`src/rtl/uart_tx_frame.sv`:
```
// uart_tx_frame: UART transmitter. Sends one parallel word per frame:
// a start bit, DATA_BITS data bits LSB first, an optional parity bit,
// and STOP_BITS stop bits. Each bit is held for CLKS_PER_BIT clocks.
// The serial line is driven straight from a register, so it cannot glitch.
module uart_tx_frame #(
  parameter int DATA_BITS    = 8,
  parameter int CLKS_PER_BIT = 16,
  parameter int PARITY       = 0,   // 0 = none, 1 = odd, 2 = even
  parameter int STOP_BITS    = 1
) (
  input  logic                 clk,
  input  logic                 rst_n,
  input  logic [DATA_BITS-1:0] tx_data,
  input  logic                 tx_valid,
  output logic                 tx_ready,
  output logic                 tx,
  output logic                 busy,
  output logic                 tx_done
);

  localparam int BAUD_W = (CLKS_PER_BIT > 1) ? $clog2(CLKS_PER_BIT) : 1;
  localparam int BIT_W  = $clog2(DATA_BITS + 1);

  localparam logic [BAUD_W-1:0] BAUD_LAST = BAUD_W'(CLKS_PER_BIT - 1);
  localparam logic [BIT_W-1:0]  DATA_LAST = BIT_W'(DATA_BITS - 1);
  localparam logic [BIT_W-1:0]  STOP_LAST = BIT_W'(STOP_BITS - 1);

  localparam logic [2:0] S_IDLE   = 3'd0;
  localparam logic [2:0] S_START  = 3'd1;
  localparam logic [2:0] S_DATA   = 3'd2;
  localparam logic [2:0] S_PARITY = 3'd3;
  localparam logic [2:0] S_STOP   = 3'd4;

  logic [2:0]           r_state;
  logic [BAUD_W-1:0]    r_baud;
  logic [BIT_W-1:0]     r_bit;
  logic [DATA_BITS-1:0] r_shift;
  logic                 r_parity;
  logic                 r_tx;
  logic                 r_done;

  logic [2:0]           w_state_next;
  logic [BAUD_W-1:0]    w_baud_next;
  logic [BIT_W-1:0]     w_bit_next;
  logic [DATA_BITS-1:0] w_shift_next;
  logic                 w_parity_next;
  logic                 w_tx_next;
  logic                 w_done_next;

  logic                 w_baud_wrap;
  logic                 w_parity_in;
  logic                 w_idle;

  assign w_idle      = (r_state == S_IDLE);
  assign w_baud_wrap = (r_baud == BAUD_LAST);

  // Parity is taken from the word at the moment of acceptance; the latched
  // copy is what goes on the line, so later changes on tx_data are harmless.
  assign w_parity_in = (PARITY == 1) ? ~(^tx_data) : (^tx_data);

  // Next-state logic: the line level for the next bit is computed together
  // with the state change so that tx can be a plain register.
  always_comb begin
    w_state_next  = r_state;
    w_baud_next   = r_baud;
    w_bit_next    = r_bit;
    w_shift_next  = r_shift;
    w_parity_next = r_parity;
    w_tx_next     = r_tx;
    w_done_next   = 1'b0;

    case (r_state)
      S_IDLE: begin
        w_tx_next = 1'b1;
        if (tx_valid) begin
          w_shift_next  = tx_data;
          w_parity_next = w_parity_in;
          w_baud_next   = '0;
          w_bit_next    = '0;
          w_tx_next     = 1'b0;
          w_state_next  = S_START;
        end
      end

      S_START: begin
        if (w_baud_wrap) begin
          w_baud_next  = '0;
          w_tx_next    = r_shift[0];
          w_state_next = S_DATA;
        end else begin
          w_baud_next = r_baud + 1'b1;
        end
      end

      S_DATA: begin
        if (w_baud_wrap) begin
          w_baud_next  = '0;
          w_shift_next = r_shift >> 1;
          if (r_bit == DATA_LAST) begin
            // The bit counter is reused to count stop bits.
            w_bit_next = '0;
            if (PARITY != 0) begin
              w_tx_next    = r_parity;
              w_state_next = S_PARITY;
            end else begin
              w_tx_next    = 1'b1;
              w_state_next = S_STOP;
            end
          end else begin
            w_bit_next = r_bit + 1'b1;
            w_tx_next  = r_shift[1];
          end
        end else begin
          w_baud_next = r_baud + 1'b1;
        end
      end

      S_PARITY: begin
        if (w_baud_wrap) begin
          w_baud_next  = '0;
          w_tx_next    = 1'b1;
          w_state_next = S_STOP;
        end else begin
          w_baud_next = r_baud + 1'b1;
        end
      end

      S_STOP: begin
        if (w_baud_wrap) begin
          w_baud_next = '0;
          if (r_bit == STOP_LAST) begin
            w_bit_next   = '0;
            w_done_next  = 1'b1;
            w_state_next = S_IDLE;
          end else begin
            w_bit_next = r_bit + 1'b1;
          end
        end else begin
          w_baud_next = r_baud + 1'b1;
        end
      end

      default: begin
        w_tx_next    = 1'b1;
        w_state_next = S_IDLE;
      end
    endcase
  end

  // State and counter registers; reset drops any frame in flight.
  always_ff @(posedge clk or negedge rst_n) begin
    if (!rst_n) begin
      r_state <= S_IDLE;
      r_baud  <= '0;
      r_bit   <= '0;
    end else begin
      r_state <= w_state_next;
      r_baud  <= w_baud_next;
      r_bit   <= w_bit_next;
    end
  end

  // Data path registers: shift register and latched parity bit.
  always_ff @(posedge clk or negedge rst_n) begin
    if (!rst_n) begin
      r_shift  <= '0;
      r_parity <= 1'b0;
    end else begin
      r_shift  <= w_shift_next;
      r_parity <= w_parity_next;
    end
  end

  // Output registers: the line returns to idle-high as soon as reset asserts.
  always_ff @(posedge clk or negedge rst_n) begin
    if (!rst_n) begin
      r_tx   <= 1'b1;
      r_done <= 1'b0;
    end else begin
      r_tx   <= w_tx_next;
      r_done <= w_done_next;
    end
  end

  assign tx       = r_tx;
  assign tx_done  = r_done;
  assign tx_ready = w_idle;
  assign busy     = ~w_idle;

endmodule

```
`config.mk`:
```
export PLATFORM = sky130hd
export DESIGN_NAME = uart_tx_frame
export DESIGN_NICKNAME = d
export VERILOG_FILES = /design/src/rtl/uart_tx_frame.sv
export SDC_FILE = /design/constraint.sdc
export NUM_CORES = 1
export LEC_CHECK = 0
export ABC_AREA = 1
export BUFFER_PORTS_ARGS = -buffer_cell sky130_fd_sc_hd__buf_2
export CORE_MARGIN = 2
export CORE_UTILIZATION = 56
export CTS_BUF_LIST = sky130_fd_sc_hd__clkbuf_16
export DETAILED_ROUTE_END_ITERATION = 10
export GPL_TIMING_DRIVEN = 0
export PLACE_DENSITY = 0.77
export REMOVE_ABC_BUFFERS = 1
export SLEW_MARGIN = 15
export SYNTH_ARGS = -nofsm -noshare
export SYNTH_HDL_FRONTEND = slang
export SYNTH_SLANG_ARGS = --single-unit
```
`constraint.sdc`:
```
create_clock -name clk -period 1.5 [get_ports clk]
set_input_delay 0.075 -clock clk [delete_from_list [all_inputs] [get_ports clk]]
set_output_delay 0.075 -clock clk [all_outputs]
set_load 0.05 [all_outputs]
```
; After elaboration in Yosys (flattened, before gate mapping)
; Index checks and enable logic that the tools add are counted.
[totals]
regBits = 21
input_bits = 11
[classes]
add_sub_neg = 2
n_eq_ne = 13
n_mux = 28
bitwise = 2
n_reduce_logical = 11
[op_table]
columns = op, n
row1 = 4-bit two-way mux, 6
row2 = 3-bit two-way mux, 7
row3 = 8-bit two-way mux, 2
row4 = 8-bit case mux with 2 select lines, 1
row5 = 3-bit case mux with 5 select lines, 1
row6 = "2-bit != test, second input constant", 7
row7 = 4-bit case mux with 3 select lines, 1
row8 = "4-bit by 1-bit adder with 4-bit output, second input constant", 2
row9 = 1-bit two-way mux, 8
row10 = 4-bit case mux with 2 select lines, 1
row11 = 4-bit AND reduction, 2
row12 = 7-bit AND reduction, 1
row13 = "3-bit by 2-bit equality test with 1-bit output, second input constant", 2
row14 = 1-bit case mux with 5 select lines, 1
row15 = "4-bit by 3-bit equality test with 1-bit output, second input constant", 1
row16 = "4-bit equality test, second input constant", 1
row17 = 4-bit zero test, 1
row18 = 2-bit nonzero test, 2
row19 = 4-bit OR reduction, 1
row20 = "3-bit by 1-bit equality test with 1-bit output, second input constant", 1
row21 = "3-bit equality test, second input constant", 1
row22 = 3-bit zero test, 1
row23 = 3-bit AND reduction, 1
row24 = 3-bit nonzero test, 1
row25 = 2 further kinds, 3

; Logic depth before layout (Yosys ltp)
[depth]
word_depth = 4
ltp_mapped = 9

; Worst setup path before layout
; OpenSTA, ideal clock, no wires.
[synth_path]
path_type = flip-flop to flip-flop
startpoint = register r_state[0]
endpoint = register r_state[0]
setup_ns = 0.066
t_arrival_ns = 1.597
slack_ns = -0.163
path_stages_with_launch = 6
period_less_slack_ns = 1.663
cell_sequence = dfrtp_1 nor2_4 nand2_1 inv_1 nand2_1 nand2_1
[synth_between]
elab_chain_cells = 3
elab_cells_between_ends = 14
classes_between = eq/ne: 11 / mux: 1 / reduce/logical: 2
[synth_lines]
columns = element, line
row1 = from (decl), 34  ; logic [2:0] r_state;
row2 = from (signal assigned), 157  ; r_state <= w_state_next;
row3 = 3-bit zero test *, n/a
row4 = net tx_ready, 15  ; output logic tx_ready,
row5 = 2-bit != test (no source line), n/a
row6 = 7-bit AND reduction (no source line), n/a
; Mark *: on every way through the listed nets, which the timed path passes. The rest lies on a longest branch.
; A chain may end at the register's enable or synchronous reset.

; Final worst setup path
[layout_path]
startpoint = register r_state[2]
endpoint = register r_bit[3]
[layout_between]
elab_chain_cells = 3
elab_cells_between_ends = 9
classes_between = eq/ne: 5 / mux: 1 / reduce/logical: 3
[layout_lines]
columns = element, line
row1 = "3-bit by 2-bit equality test with 1-bit output, or another cell as far along", 72  ; case (r_state)
row2 = 2-bit != test (no source line) / 3-bit nonzero test (equally long branches), n/a
row3 = 4-bit AND reduction (no source line), n/a
row4 = to (signal assigned), 159  ; r_bit <= w_bit_next;
row5 = to (decl), 36  ; logic [BIT_W-1:0] r_bit;
; Several ways; a longest one is shown, not always the timed one.

==> results.txt <==
all-layer global routing usage: 23.2%
FMAX: 696 MHz
Critical Path Max Stage Delay: 450 ps
# clock sinks: 21
final instance area: 1500 µm²
Setup Skew: 1.49 ps
crit-path cells: inv_2 > nand2_2 > nor2_4 > nand2_4 > nand2_1 > nand3_1 > nand2_1 > nand2_1
initial core utilization: 58.0%
largest net degree at the start of global routing: 22
worst r2r dst: r_bit[3]
Clock Latency Late Sink: 260 ps
WL final: 2620 µm
Critical path buffers and inverters: 1
Rel. slew slack: 69.0%
GP Congestion: 0.842
CP Launch Type: flop
Synth area leader: dfrtp_1
worst min path class: input port to flop
R2R Setup Slk: 60 ps
Via-to-Cell Ratio: 5.12
WP data arrival: 1590 ps
Leak: 0.844 nW
fin. max-slew vios: 0
core area: 2150 µm²
die area: 2620 µm²
H-tree depth: 1
Worst Setup SP: r_state[2]
largest cells by area after synthesis: dfrtp_1 (40%), nand2_1 (26%), nand3_1 (4.8%)
Distinct cells, synth: 24
final hold slack: 48.7 ps
hold depth: 3
area grow syn2layout: 20.3%
root buffer cell: clkbuf_16
Pint: 1.68 mW
worst-path fanout max: 5
WHS Endpoint: r_state[0]
sequential area share after synthesis: 42.3%
Crit path max-delay family: simple AND/OR/NAND/NOR gates
Final WS setup: 62.4 ps
Worst Max-Slew Pin Slew: 465 ps
gr ovfl total: 0
global-route wire length before repair: 4460 µm
die width: 51.2 µm
power per cell area: 2090 nW/µm²
power share of the combinational group: 49.9%
Non-Filler Instances: 221
Switch Pwr: 1.45 mW
initial antenna violation count: 0
most frequent cell after synthesis: nand2_1
minimum clock period after layout: 1440 ps
switching share of power: 46.3%
outcome: complete, no violations
DPL Wire Length: 1750 µm
top_reg_cell synth: dfrtp_1
clock share of power: 18.3%
Core Util, Final: 69.8%
Bufs on Longest Clock Path: 2
1st-iter DRT viols: 15
Post-synth EDFFs: 0
Worst R2R Start: r_state[2]
cell area after synthesis: 1250 µm²
Setup WS pre-CTS: -12.6 ps
vias in the first global route: 1,049
ant diodes: 0
Synth Register Bits: 21
Routed Antenna Nets: 0
DRT Pass-1 Iters: 4
Final Hold Vio Count: 0
FP Rows: 17
DRC viols: 0
Mapped Avg Cell Area: 7.29 µm²
most frequent CP cell: nand2_1
layout cells sized above 1: 25.9%
Max Cap Violations: 0
HP Start: tx_valid
Sequential Power Share: 31.8%
RSZ-0062 raised after global routing: true
total vias in the final route: 1,132
Setup crit end kind: flop
Placed Area: 1340 µm²
drt wl/cell: 11.9 µm
top-area cell type share of the netlist area: 40.2%
placed instance count: 211
Cells after Synth: 171
CTS tree: done
fraction of registers with async set/reset: 100%
WP data required: 1650 ps
Die Ht: 51.2 µm
total CTS buffers: 3
worst setup path category: flop to flop
Worst VDD drop: 1.55 mV
Port-buffer cells: 14
Post-synth top cells: nand2_1 (86), dfrtp_1 (20), nand3_1 (12), inv_1 (7), nor2_1 (6)
IO Count: 15
nets@finish: 208
Slowest-stage cell, CP: dfrtp_1
worst reg2reg path depth: 8
Clock Pin Slew Worst Setup and Hold Paths: 60 ps
Final Setup Violations: 0
share of the clock period used by the worst path: 95.8%
Ys Warns: 0
logic make-up (layout without fill, tap and decap cells):
family / after synthesis / count (layout) / synth area share, %
compound gates: 12 / 12 / 5.62
xor+xnor: 3 / 3 / 2.11
fa+ha+maj: 3 / 3 / 3.01
buf+inv: 14 / 36 / 4.82
flops: 21 / 21 / 42.3
simple gates: 118 / 118 / 42.2
cell usage in the layout (no fill, tap or decap), types with 2 or more instances in the layout:
cell type	n
a21oi_2	2
ha_2	2
nand2_1	84
o21ai_0	5
xor2_1	3
nand3_1	11
buf_2	13
nor2_1	6
nand2_4	3
nor2_2	3
dfrtp_1	18
nand2_2	3
dfrtp_2	2
nor2_4	3
buf_4	5
clkbuf_16	3
a21oi_1	3
inv_2	5
inv_1	6
metal layers:
layer | vias up | routed length [µm] | share of wire [%] | track usage [%]
li1 | 576 | - | - | -
met1 | 530 | 1160 | 44 | 27.5
met2 | 21 | 1320 | 50 | 40.3
met3 | 5 | 90 | 3.4 | 4.39
met4 | 0 | 45 | 1.7 | 11.3
met5 | - | 0 | 0 | 0
flip-flops by register name (all words and copies together) (netlist names):
signal and count:
r_baud 4, r_state 3, tx_done 1, tx 1, r_bit 4, r_shift 8
how the worst max path moves through the flow:
stage	endpoint	slack, ps	cells after the start
floorplan	r_state[0]	-160	5
global placement	r_shift[6]	30	9
detailed placement	r_shift[4]	-10	9
CTS	r_shift[4]	30	9
global route	r_bit[1]	-10	8
finish	r_bit[3]	60	8
stage by stage:
stage | setup TNS (ps) | power [mW]
after floorplan | -175 | 2.08
after CTS | 0 | 3.02
after global routing | -38.8 | 3.39
final | 0 | 3.14
after detailed placement | -45.1 | 2.39
after global placement | 0 | 2.35
area by class of cell:
| type | instances | area [µm²] |
|---|---|---|
| clock buffers | 3 | 75.1 |
| clock inverters | 1 | 5.00 |
| fillers | 179 | 649 |
| inverters | 12 | 50.0 |
| multi-input cells | 136 | 684 |
| flip-flops and latches | 21 | 529 |
| well taps | 28 | 35.0 |
| repair buffers | 20 | 120 |
what timing repair did:
| item | in CTS | in global routing |
|---|---|---|
| hold buffers | 1 | 0 |
| cloned | 0 | 0 |
| pin swaps | 1 | 1 |
| buffers inserted | 2 | 3 |
| setup endpoints to repair | 14 | 14 |
| resized for setup | 2 | 9 |
| endpoints found under the hold margin | 20 | 0 |
worst min-delay path, stage by stage:
cell and delay [ps]:
buf_2 90, nand2_1 50, nand2_1 60
power groups by stage:
| stage | clock network (mW) | logic, mW | registers, mW |
|---|---|---|---|
| after floorplan | 0 | 1.08 | 1.01 |
| after global routing | 0.599 | 1.77 | 1.02 |
| final | 0.574 | 1.56 | 0.998 |
| after detailed placement | 0 | 1.40 | 0.996 |
| after global placement | 0 | 1.36 | 0.986 |
| after CTS | 0.580 | 1.45 | 0.990 |
Note: power is estimated with default switching activity, not from simulation.
